**config.mk**
```make
export PLATFORM = sky130hd
export DESIGN_NAME = uart_rx_packer
export DESIGN_NICKNAME = d
export VERILOG_FILES = /design/src/rtl/uart_rx_packer.sv
export SDC_FILE = /design/constraint.sdc
export NUM_CORES = 1
export LEC_CHECK = 0
export BUFFER_PORTS_ARGS = -buffer_cell sky130_fd_sc_hd__buf_4
export CORE_MARGIN = 4
export CORE_UTILIZATION = 48
export CTS_CLUSTER_DIAMETER = 60
export DETAILED_ROUTE_END_ITERATION = 12
export HOLD_SLACK_MARGIN = 0.15
export PLACE_DENSITY = 0.74
export SKIP_LAST_GASP = 1
export SYNTH_ARGS = -nofsm -noshare
export SYNTH_HDL_FRONTEND = slang
export SYNTH_SLANG_ARGS = --single-unit
```
**constraint.sdc**
```tcl
create_clock -name clk -period 1.5 [get_ports clk]
set_input_delay 0.075 -clock clk [delete_from_list [all_inputs] [get_ports clk]]
set_output_delay 0.075 -clock clk [all_outputs]
set_load 0.01 [all_outputs]
```
**src/rtl/uart_rx_packer.sv**
```systemverilog
// UART receiver that packs N_WORDS characters into one wide output frame with a valid/ready handshake.
// Define UART_RX_PARITY_EN to expect one even-parity bit between the data bits and the stop bit.
module uart_rx_packer #(
    parameter int CLOCKS_PER_PULSE = 4,
    parameter int BITS_PER_WORD    = 8,
    parameter int N_WORDS          = 4,
    parameter int TIMEOUT_PULSES   = 32
) (
    input  logic                               clk,
    input  logic                               rst,
    input  logic                               rx,
    output logic [N_WORDS*BITS_PER_WORD-1:0]   m_data,
    output logic                               m_valid,
    input  logic                               m_ready,
    output logic                               err_frame,
    output logic                               err_overflow
);
    localparam int FW      = N_WORDS * BITS_PER_WORD;
    localparam int CNT_W   = $clog2(CLOCKS_PER_PULSE);
    localparam int BIT_W   = $clog2(BITS_PER_WORD);
    localparam int IDX_W   = (N_WORDS > 1) ? $clog2(N_WORDS) : 1;
    localparam int TO_CLKS = TIMEOUT_PULSES * CLOCKS_PER_PULSE;
    localparam int TO_W    = (TO_CLKS > 1) ? $clog2(TO_CLKS) : 1;

    localparam logic [CNT_W-1:0] CNT_ZERO  = {CNT_W{1'b0}};
    localparam logic [CNT_W-1:0] HALF_LAST = CNT_W'(CLOCKS_PER_PULSE / 2 - 1);
    localparam logic [CNT_W-1:0] FULL_LAST = CNT_W'(CLOCKS_PER_PULSE - 1);
    localparam logic [BIT_W-1:0] BIT_ZERO  = {BIT_W{1'b0}};
    localparam logic [BIT_W-1:0] BIT_LAST  = BIT_W'(BITS_PER_WORD - 1);
    localparam logic [IDX_W-1:0] IDX_ZERO  = {IDX_W{1'b0}};
    localparam logic [IDX_W-1:0] IDX_LAST  = IDX_W'(N_WORDS - 1);
    localparam logic [TO_W-1:0]  TO_ZERO   = {TO_W{1'b0}};
    localparam logic [TO_W-1:0]  TO_LAST   = TO_W'((TO_CLKS > 0) ? TO_CLKS - 1 : 0);

    typedef enum logic [2:0] {
        S_IDLE,
        S_START,
        S_DATA,
`ifdef UART_RX_PARITY_EN
        S_PARITY,
`endif
        S_STOP
    } state_t;

    state_t                   r_state;
    logic                     r_rx_meta;
    logic                     r_rx_sync;
    logic                     r_rx_prev;
    logic                     r_wait_high;
    logic [CNT_W-1:0]         r_clk_cnt;
    logic [BIT_W-1:0]         r_bit_cnt;
    logic [TO_W-1:0]          r_idle_cnt;
    logic [IDX_W-1:0]         r_word_idx;
    logic [BITS_PER_WORD-1:0] r_shift;
    logic [FW-1:0]            r_words;
    logic [FW-1:0]            r_m_data;
    logic                     r_m_valid;
    logic                     r_err_frame;
    logic                     r_err_overflow;
    logic [FW-1:0]            w_frame;
    logic                     w_fall;
    logic                     w_par_bad;

`ifdef UART_RX_PARITY_EN
    logic r_par_err;

    function automatic logic even_parity(input logic [BITS_PER_WORD-1:0] d);
        return ^d;
    endfunction

    assign w_par_bad = r_par_err;
`else
    assign w_par_bad = 1'b0;
`endif

    assign w_fall       = r_rx_prev & ~r_rx_sync;
    assign m_data       = r_m_data;
    assign m_valid      = r_m_valid;
    assign err_frame    = r_err_frame;
    assign err_overflow = r_err_overflow;

    // Shadow frame: assembly buffer with the slot at word_idx replaced by the word just received
    for (genvar g = 0; g < N_WORDS; g++) begin : g_slot
        assign w_frame[g*BITS_PER_WORD +: BITS_PER_WORD] =
            (r_word_idx == IDX_W'(g)) ? r_shift : r_words[g*BITS_PER_WORD +: BITS_PER_WORD];
    end

    // Two-flop synchronizer on rx plus one delayed copy for falling-edge detection
    always_ff @(posedge clk) begin
        if (rst) begin
            r_rx_meta <= 1'b1;
            r_rx_sync <= 1'b1;
            r_rx_prev <= 1'b1;
        end else begin
            r_rx_meta <= rx;
            r_rx_sync <= r_rx_meta;
            r_rx_prev <= r_rx_sync;
        end
    end

    // Receive FSM, word packing, output handshake and error flags
    always_ff @(posedge clk) begin
        if (rst) begin
            r_state        <= S_IDLE;
            r_wait_high    <= 1'b0;
            r_clk_cnt      <= CNT_ZERO;
            r_bit_cnt      <= BIT_ZERO;
            r_idle_cnt     <= TO_ZERO;
            r_word_idx     <= IDX_ZERO;
            r_shift        <= {BITS_PER_WORD{1'b0}};
            r_words        <= {FW{1'b0}};
            r_m_data       <= {FW{1'b0}};
            r_m_valid      <= 1'b0;
            r_err_frame    <= 1'b0;
            r_err_overflow <= 1'b0;
`ifdef UART_RX_PARITY_EN
            r_par_err      <= 1'b0;
`endif
        end else begin
            r_err_frame <= 1'b0;
            r_idle_cnt  <= TO_ZERO;
            if (r_m_valid && m_ready) begin
                r_m_valid <= 1'b0;
            end
            case (r_state)
                S_IDLE: begin
                    r_clk_cnt <= CNT_ZERO;
                    r_bit_cnt <= BIT_ZERO;
                    if (r_wait_high) begin
                        r_wait_high <= ~r_rx_sync;
                    end else if (w_fall) begin
                        r_state <= S_START;
                    end
                    // A partial frame left idle too long is silently abandoned
                    if ((TIMEOUT_PULSES > 0) && (r_word_idx != IDX_ZERO)) begin
                        if (r_idle_cnt == TO_LAST) begin
                            r_word_idx <= IDX_ZERO;
                        end else begin
                            r_idle_cnt <= r_idle_cnt + 1'b1;
                        end
                    end
                end
                S_START: begin
                    if (r_clk_cnt == HALF_LAST) begin
                        r_clk_cnt <= CNT_ZERO;
                        r_state   <= r_rx_sync ? S_IDLE : S_DATA;
                    end else begin
                        r_clk_cnt <= r_clk_cnt + 1'b1;
                    end
                end
                S_DATA: begin
                    if (r_clk_cnt == FULL_LAST) begin
                        r_clk_cnt <= CNT_ZERO;
                        r_shift   <= {r_rx_sync, r_shift[BITS_PER_WORD-1:1]};
                        if (r_bit_cnt == BIT_LAST) begin
                            r_bit_cnt <= BIT_ZERO;
`ifdef UART_RX_PARITY_EN
                            r_state   <= S_PARITY;
`else
                            r_state   <= S_STOP;
`endif
                        end else begin
                            r_bit_cnt <= r_bit_cnt + 1'b1;
                        end
                    end else begin
                        r_clk_cnt <= r_clk_cnt + 1'b1;
                    end
                end
`ifdef UART_RX_PARITY_EN
                S_PARITY: begin
                    if (r_clk_cnt == FULL_LAST) begin
                        r_clk_cnt <= CNT_ZERO;
                        r_par_err <= (r_rx_sync != even_parity(r_shift));
                        r_state   <= S_STOP;
                    end else begin
                        r_clk_cnt <= r_clk_cnt + 1'b1;
                    end
                end
`endif
                S_STOP: begin
                    if (r_clk_cnt == FULL_LAST) begin
                        r_clk_cnt <= CNT_ZERO;
                        r_state   <= S_IDLE;
                        if (!r_rx_sync || w_par_bad) begin
                            r_err_frame <= 1'b1;
                            r_wait_high <= ~r_rx_sync;
                        end else begin
                            r_words <= w_frame;
                            if (r_word_idx == IDX_LAST) begin
                                r_word_idx <= IDX_ZERO;
                                // Held frame is never overwritten; a frame arriving behind it is lost
                                if (!r_m_valid || m_ready) begin
                                    r_m_data  <= w_frame;
                                    r_m_valid <= 1'b1;
                                end else begin
                                    r_err_overflow <= 1'b1;
                                end
                            end else begin
                                r_word_idx <= r_word_idx + 1'b1;
                            end
                        end
                    end else begin
                        r_clk_cnt <= r_clk_cnt + 1'b1;
                    end
                end
                default: begin
                    r_state <= S_IDLE;
                end
            endcase
        end
    end
endmodule

```
# Word-level counts from Yosys, hierarchy flattened
# Cells that the tools add are included.
# Widths: inputs -> output; s select.
op_classes:
  n_addsub: 4
  n_eq_ne: 20
  mux: 35
  bitwise_logic: 7
  n_reduce_logical: 20
op_table:
  columns: ["cell", "count"]
  rows:
  - ["$mux 8", 4]
  - ["$mux 3", 8]
  - ["$ne 2x2->1 const B", 10]
  - ["$mux 2", 8]
  - ["$reduce_and 5->1", 3]
  - ["$pmux 3 s4", 1]
  - ["$mux 1", 10]
  - ["$add 7x1->7 const B", 1]
  - ["$eq 7x7->1 const B", 1]
  - ["$eq 2x2->1 const B", 3]
  - ["$eq 3x2->1 const B", 2]
  - ["$not 1->1", 6]
  - ["$pmux 2 s3", 1]
  - ["$pmux 3 s2", 1]
  - ["$reduce_and 3->1", 2]
  - ["$reduce_and 6->1", 1]
  - ["$reduce_bool 2->1", 3]
  - ["$add 2x1->2 const B", 2]
  - ["$eq 2x1->1 const B", 2]
  - ["$pmux 2 s2", 1]
  - ["$reduce_and 2->1", 2]
  - ["$reduce_or 4->1", 1]
  - ["$add 3x1->3 const B", 1]
  - ["$eq 3x1->1 const B", 1]
  - ["other kinds (11)", 11]
word_totals:
  regBits: 96
  out_inout_bits: 35

# Depth between registers and ports, before layout
# Gate-level depths: netlist of the first run.
depth:
  ltp_word: 7
  mapped_depth: 8
  ltp_nobuf: 5

# Worst setup path before layout of the first run
# No wires, ideal clock.
synth_path:
  path_kind: "reg-to-reg"
  from: "reg r_word_idx[0]"
  to: "reg r_idle_cnt[5]"
  setup_time_ps: 70
  t_arrival_ps: 1562
  setup_slack_ps: -131
  stages_incl_launch_ff: 7
  path_buffers: 1
  period_less_slack_ps: 1631
  path_cell_list: "dfxtp_1 -> inv_1 -> ha_1 -> buf_4 -> or4_4 -> o21bai_4 -> a21oi_1"
synth_via:
  elab_chain_len: 3
synth_lines:
  columns: ["element", "line", "source"]
  rows:
  - ["start: declaration", "53", "logic [IDX_W-1:0] r_word_idx;"]
  - ["start signal: assignment", "199", "r_word_idx <= r_word_idx + 1'b1;"]
  - ["$reduce_bool 2->1", "135", "if ((TIMEOUT_PULSES > 0) && (r_word_idx != IDX_ZERO)) begin"]
  - ["$not 1->1 (no source line)", null, null]
  - ["$reduce_or 4->1 (no source line)", null, null]
  - ["end signal: assignment", "139", "r_idle_cnt <= r_idle_cnt + 1'b1;"]
  - ["end: declaration", "52", "logic [TO_W-1:0] r_idle_cnt;"]
# Every way passes these cells.
# A chain may end at the register's enable or synchronous reset.

# Worst setup path in the final report of the first run
# Ends and elaborated chain as after synthesis.

==> results of run 1 <==
## registers in the layout, indices dropped and copies added (netlist names), 2 cells and up
signal and cells:
r_state 2, r_clk_cnt 2, r_bit_cnt 3, r_idle_cnt 7, r_words 24, m_data 32
r_shift 8, r_word_idx 2
## power groups by stage
stage               sequential, uW  combinational (uW)  clock, uW
detailed placement            2370                72.1          0
finish                        2310                79.8       1660
global placement              2370                72.3          0
global route                  2310                86.9       1790
floorplan                     2370                50.2          0
CTS                           2320                78.5       1700
## final cells by class
cell class / instances / area share, %
Clock buffer: 9 / 2.76
Clock inverter: 7 / 1.79
Inverter: 9 / 0.865
Multi-Input combinational cell: 251 / 38.4
Sequential cell: 87 / 39.1
Tap cell: 99 / 2.76
Timing Repair Buffer: 71 / 14.4
## synth_stat cells, drive strengths merged (2+ instances only)
cell,count,area [um2]
a211oi,49,373
inv,8,30.0
dfxtp,87,1740
nand2,21,78.8
a31oi,28,175
mux2i,24,240
buf,22,174
a21oi,24,120
nor3,4,31.3
nand3,3,15.0
a311oi,2,17.5
ha,10,125
or2,3,18.8
nor2b,3,18.8
nor2,35,131
or3,3,18.8
o31ai,9,67.6
nand4,10,68.8
clkbuf,21,78.8
o21ai,8,40.0
nand3b,3,22.5
xor2,3,26.3
## path summary, 6_finish.rpt
check | start | end | slack, ps
max | r_word_idx[0] | r_idle_cnt[5] | 50
min | m_ready | m_valid | 280
max reg2reg | r_word_idx[0] | r_idle_cnt[5] | 50
min reg2reg | r_rx_meta | r_rx_sync | 420
## through the flow
stage	instances	hold WS, ps	setup TNS (ps)
after floorplan	390	179	-63.8
after global placement	511	261	0
after global routing	533	299	-5.83
after detailed placement	511	265	0
final	533	283	0
after CTS	530	259	0
## layout by cell type (no fill, tap or decap), drive strengths merged, types with 4 or more instances in the layout
master | Yosys | final
buf | 22 | 67
ha | 10 | 10
o21ai | 8 | 8
a31oi | 28 | 28
dfxtp | 87 | 87
nor3 | 4 | 4
clkbuf | 21 | 10
nor2 | 35 | 35
o31ai | 9 | 9
nand4 | 10 | 10
inv | 8 | 11
a21oi | 24 | 24
nand2 | 21 | 21
mux2i | 24 | 24
a211oi | 49 | 49
## per-layer routing
metal	wire, um	vias to the layer above	GRT usage (%)
met3	387	21	3.99
met5	0	-	0
met1	3930	1459	24.6
li1	-	1514	-
met4	259	0	9.12
met2	3990	76	31.6
## cells by family after synthesis
logic type	share of synthesized area, %
adders and majority gates	3.38
xor gates and xnor gates	0.946
buffers and inverters	7.73
and+or+nand+nor	12.1
AOI/OAI and AO/OA	22.4
DFF	47.0
muxes	6.48
## repair_timing
item                                   in CTS  in global routing
setup buffers                               0                  2
endpoints found under the hold margin      17                  0
setup endpoints to repair                   0                 50
hold buffers                                3                  0
resized for setup                           0                 16
## critical path: stages, from the launching register on
cell and delay (ps):
dfxtp_4 390, inv_4 50, ha_4 150, or4_4 490, o21bai_4 210, a21oi_1 110
==> results.json, run 1 <==
{
  "ys_seq_area_share_pct": 47.0,
  "grt_max_degree": 53,
  "power.leakage_uw": 0.00156,
  "switchingPower_uw": 928,
  "final.min_clock_period_ps": 1450,
  "power_uw": 4050,
  "setup_viol": 0,
  "final_core_util_pct": 60.8,
  "clock_skew_ps": 11.7,
  "vdd_ir_drop_max_v": 0.000397,
  "hold_viol": 0,
  "grt_pass1_vias": 2887,
  "hp-class": "in -> reg",
  "async_flop_share_pct": 0,
  "cts_tree": "built",
  "port_buffers": 38,
  "drive_above_1_share_pct": 24.9,
  "wl_per_cell_um": 16.1,
  "yosys_warnings": 0,
  "multi_input_area_um2": 1720,
  "timing.final.crit_share_pct": 96.8,
  "p_comb_share_pct": 2.0,
  "grtUsageTotal_pct": 19.4,
  "relSlewSlack_pct": 62.8,
  "clk_latency_ps": 360,
  "synthesis.area_um2": 3700,
  "max_freq_mhz": 689,
  "worst_pin_slew_ps": 559,
  "rows": 31,
  "cts_buffers": 9,
  "drt_iter0_drc": 147,
  "power_frac_seq_pct": 57.1,
  "coreArea_um2": 7370,
  "clk_pin_slew_ps": 90,
  "worst_setup_path_end_kind": "flip-flop",
  "crit_path_max_fanout": 5,
  "rsz0062_at_grt": "yes",
  "die_y_um": 95.9,
  "slew_viol_final": 0,
  "overflow": 0,
  "initial_core_util_pct": 50.3,
  "seqCellArea_um2": 1750,
  "num_io_pins": 39,
  "dieArea_um2": 9190,
  "num_antenna_cells": 0,
  "synth_cells": 390,
  "vias": 3070,
  "p_per_area_nw_per_um2": 904,
  "synth_edf_count": 0,
  "pre_cts_slack_ps": 30.0,
  "wl_um": 8570,
  "place.gp.congestion": 0.790,
  "cts_sinks": 87,
  "ys.flop_type": "dfxtp_1",
  "maxCapViolCount": 0,
  "p_clk_share_pct": 41.0,
  "firstDrtPassIters": 4,
  "syn_area_per_cell_um2": 9.50,
  "antenna_found_initial": 0,
  "syn_nets": 404,
  "htree_levels": 3,
  "vias_per_cell": 5.76,
  "dp_hpwl_um": 5620,
  "status": "completed",
  "arrival_ps": 1750,
  "fin_ws_ps": 48.6,
  "drc": 0,
  "p_sw_share_pct": 22.9,
  "cts_root_buffer": "clkbuf_8",
  "drtAntennaViolNets": 0,
  "fp.dieW_um": 95.9,
  "ys_types": 38,
  "grt_pass1_wl_um": 13800,
  "holdPathStages": 5,
  "rr_worst_depth": 5,
  "fill_cells": 605,
  "place_area_um2": 4160,
  "finalNetCount": 443,
  "ys_seq_elements": 87,
  "design_area_um2": 4480,
  "critical_path_required_ps": 1800,
  "crit_type": "reg -> reg",
  "clk_path_buf_depth": 2,
  "intPower_uw": 3120,
  "area_growth_pct": 21.0,
  "worstSetupStartpointType": "flip-flop"
}
Note: power is estimated with default switching activity, not from simulation.
==> run 2, diff against run 1 <==
- CORE_UTILIZATION: 48 -> 52
- PLACE_DENSITY: 0.74 -> 0.8
==> run 2 against run 1 <==
Against the previous run:
- sequential share of layout area decreased by 0.26 points
- clock skew increased by 4.0 ps
- routed wire length increased by 0.99%
- non-clock buffer count decreased by 4
- sequential cell count unchanged
- final cell count decreased by 1.3%
- critical path depth unchanged
- total power increased by 0.44%
==> results.json, run 2 (synthesis gave the netlist of run 1 again) <==
{
  "cts_tree": "built",
  "overflow": 0,
  "vias_per_cell": 5.86,
  "cpLargestDelayFamily": "flip-flops",
  "vias": 3082,
  "max_freq_mhz": 674,
  "clk_path_buf_depth": 2,
  "p_per_area_nw_per_um2": 903,
  "setup_viol": 0,
  "clk_latency_ps": 370,
  "slowest_stage": "dfxtp_1",
  "cp.depth": 5,
  "initial_core_util_pct": 53.9,
  "power.leakage_uw": 0.00156,
  "htree_levels": 3,
  "r2r-end": "r_words[23]",
  "worst_path_largest_cell_delay_ps": 470,
  "seqCellArea_um2": 1750,
  "grt_pass1_wl_um": 13800,
  "slew_viol_final": 0,
  "clk_pin_slew_ps": 90,
  "instances_no_fill": 526,
  "drtAntennaViolNets": 0,
  "final.min_clock_period_ps": 1480,
  "grtUsageTotal_pct": 20.0,
  "multi_input_area_um2": 1740,
  "layout_common_cells": "dfxtp_1 (82), buf_4 (53), a211oi_1 (41), nor2_1 (34), a31oi_1 (28)",
  "clock_skew_ps": 15.7,
  "finalNetCount": 439,
  "endpoint": "r_words[23]",
  "cts_buffers": 9,
  "arrival_ps": 1770,
  "r2r-start": "r_state[0]",
  "crit_path_max_fanout": 12,
  "dieArea_um2": 8540,
  "drive_above_1_share_pct": 24.9,
  "timing.final.crit_share_pct": 98.9,
  "fill_cells": 546,
  "place_inst": 501,
  "worst_pin_slew_ps": 661,
  "worst-r2r-setup-slack_ps": 20,
  "hold_viol": 0,
  "worst_setup_path_end_kind": "flip-flop",
  "num_antenna_cells": 0,
  "maxCapViolCount": 0,
  "hp-class": "in -> reg",
  "grt_max_degree": 61,
  "largest_register_ffs": 32,
  "crit_type": "reg -> reg",
  "whs_ps": 232,
  "setup_tns_ps": 0,
  "num_io_pins": 39,
  "final_core_util_pct": 65.6,
  "area_growth_pct": 21.7,
  "coreArea_um2": 6870,
  "vdd_ir_drop_max_v": 0.000576,
  "path_buf_inv": 2,
  "final_common_cell": "dfxtp_1",
  "setup.worst_path.start": "r_state[0]",
  "firstDrtPassIters": 4,
  "die_y_um": 92.4,
  "grt_pass1_vias": 2904,
  "antenna_found_initial": 0,
  "wl_um": 8650,
  "relSlewSlack_pct": 55.9,
  "port_buffers": 38,
  "worstSetupStartpointType": "flip-flop",
  "status": "completed",
  "drc": 0,
  "wl_per_cell_um": 16.4,
  "rr_worst_depth": 5,
  "rows": 30,
  "fp.dieW_um": 92.4,
  "place.gp.congestion": 0.786,
  "cts_sinks": 87,
  "drt_iter0_drc": 196,
  "critical_path_required_ps": 1790,
  "cts_root_buffer": "clkbuf_8",
  "dp_hpwl_um": 5120,
  "path_cells": "and4_4 -> buf_4 -> buf_16 -> nor2_1 -> a211oi_2"
}
-- run 2: cell types whose count changed in the layout (fill, tap and decap cells not counted), moves of 2 or more --
| cell | delta |
|---|---|
| o31ai_2 | -3 |
| a211oi_2 | +5 |
| dfxtp_2 | +2 |
| buf_4 | -5 |
| clkinv_2 | +2 |
| buf_16 | +2 |
| o31ai_1 | +3 |
| clkinvlp_4 | -2 |
| a211oi_1 | -5 |
| buf_6 | -2 |
-- run 2: timing repair --
action / CTS / global route
hold buffers: 3 / 0
setup endpoints to repair: 13 / 41
resized for setup: 2 / 17
buffers inserted: 0 / 3
hold endpoints to repair: 19 / 0
cloned: 2 / 1
pin swaps: 0 / 3
-- run 2: worst min path at each step --
stage | startpoint | to | slack, ps | depth (start not counted)
6_report | m_ready | m_valid | 230 | 5
5_1_grt | m_ready | m_valid | 280 | 5
4_1_cts | m_ready | m_valid | 240 | 5
3_5_place_dp | rx | r_rx_meta | 260 | 2
3_3_place_gp | rx | r_rx_meta | 260 | 2
2_1_floorplan | rx | r_rx_meta | 180 | 1
-- run 2: through the flow --
| stage | cell area (um2) | total power, uW | setup slack (ps) |
|---|---|---|---|
| floorplan | 3730 | 2420 | -26.2 |
| global placement | 4100 | 2430 | 40.9 |
| detailed placement | 4100 | 2440 | -26.9 |
| CTS | 4400 | 4090 | -14.2 |
| global route | 4510 | 4190 | -28.1 |
| finish | 4510 | 4070 | 17.2 |
-- run 2: layer usage --
metal | routed length, um | track usage (%)
met1 | 3750 | 25.5
met2 | 4190 | 31.7
met3 | 501 | 5.04
met4 | 212 | 9.41
met5 | 0 | 0
-- run 2: power breakdown --
part           switching, uW  internal (uW)  leakage [uW]
Sequential              6.60           2310      0.000703
Clock                    891            790      0.000106
Combinational           47.3           24.6      0.000754
Total                    945           3130       0.00156
-- run 2: layout make-up --
class	count	area share, %
inverter	9	0.805
sequential	87	38.8
multi-input combinational	251	38.6
timing repair buffer	67	14.6
clock buffer	9	2.75
tap	96	2.66
clock inverter	7	1.72
-- run 2: tightest hold or removal path, cell delays in order --
cell     delay [ps]
buf_4            80
nor2b_1          70
buf_4           180
a21oi_1         120
nor2_1           40
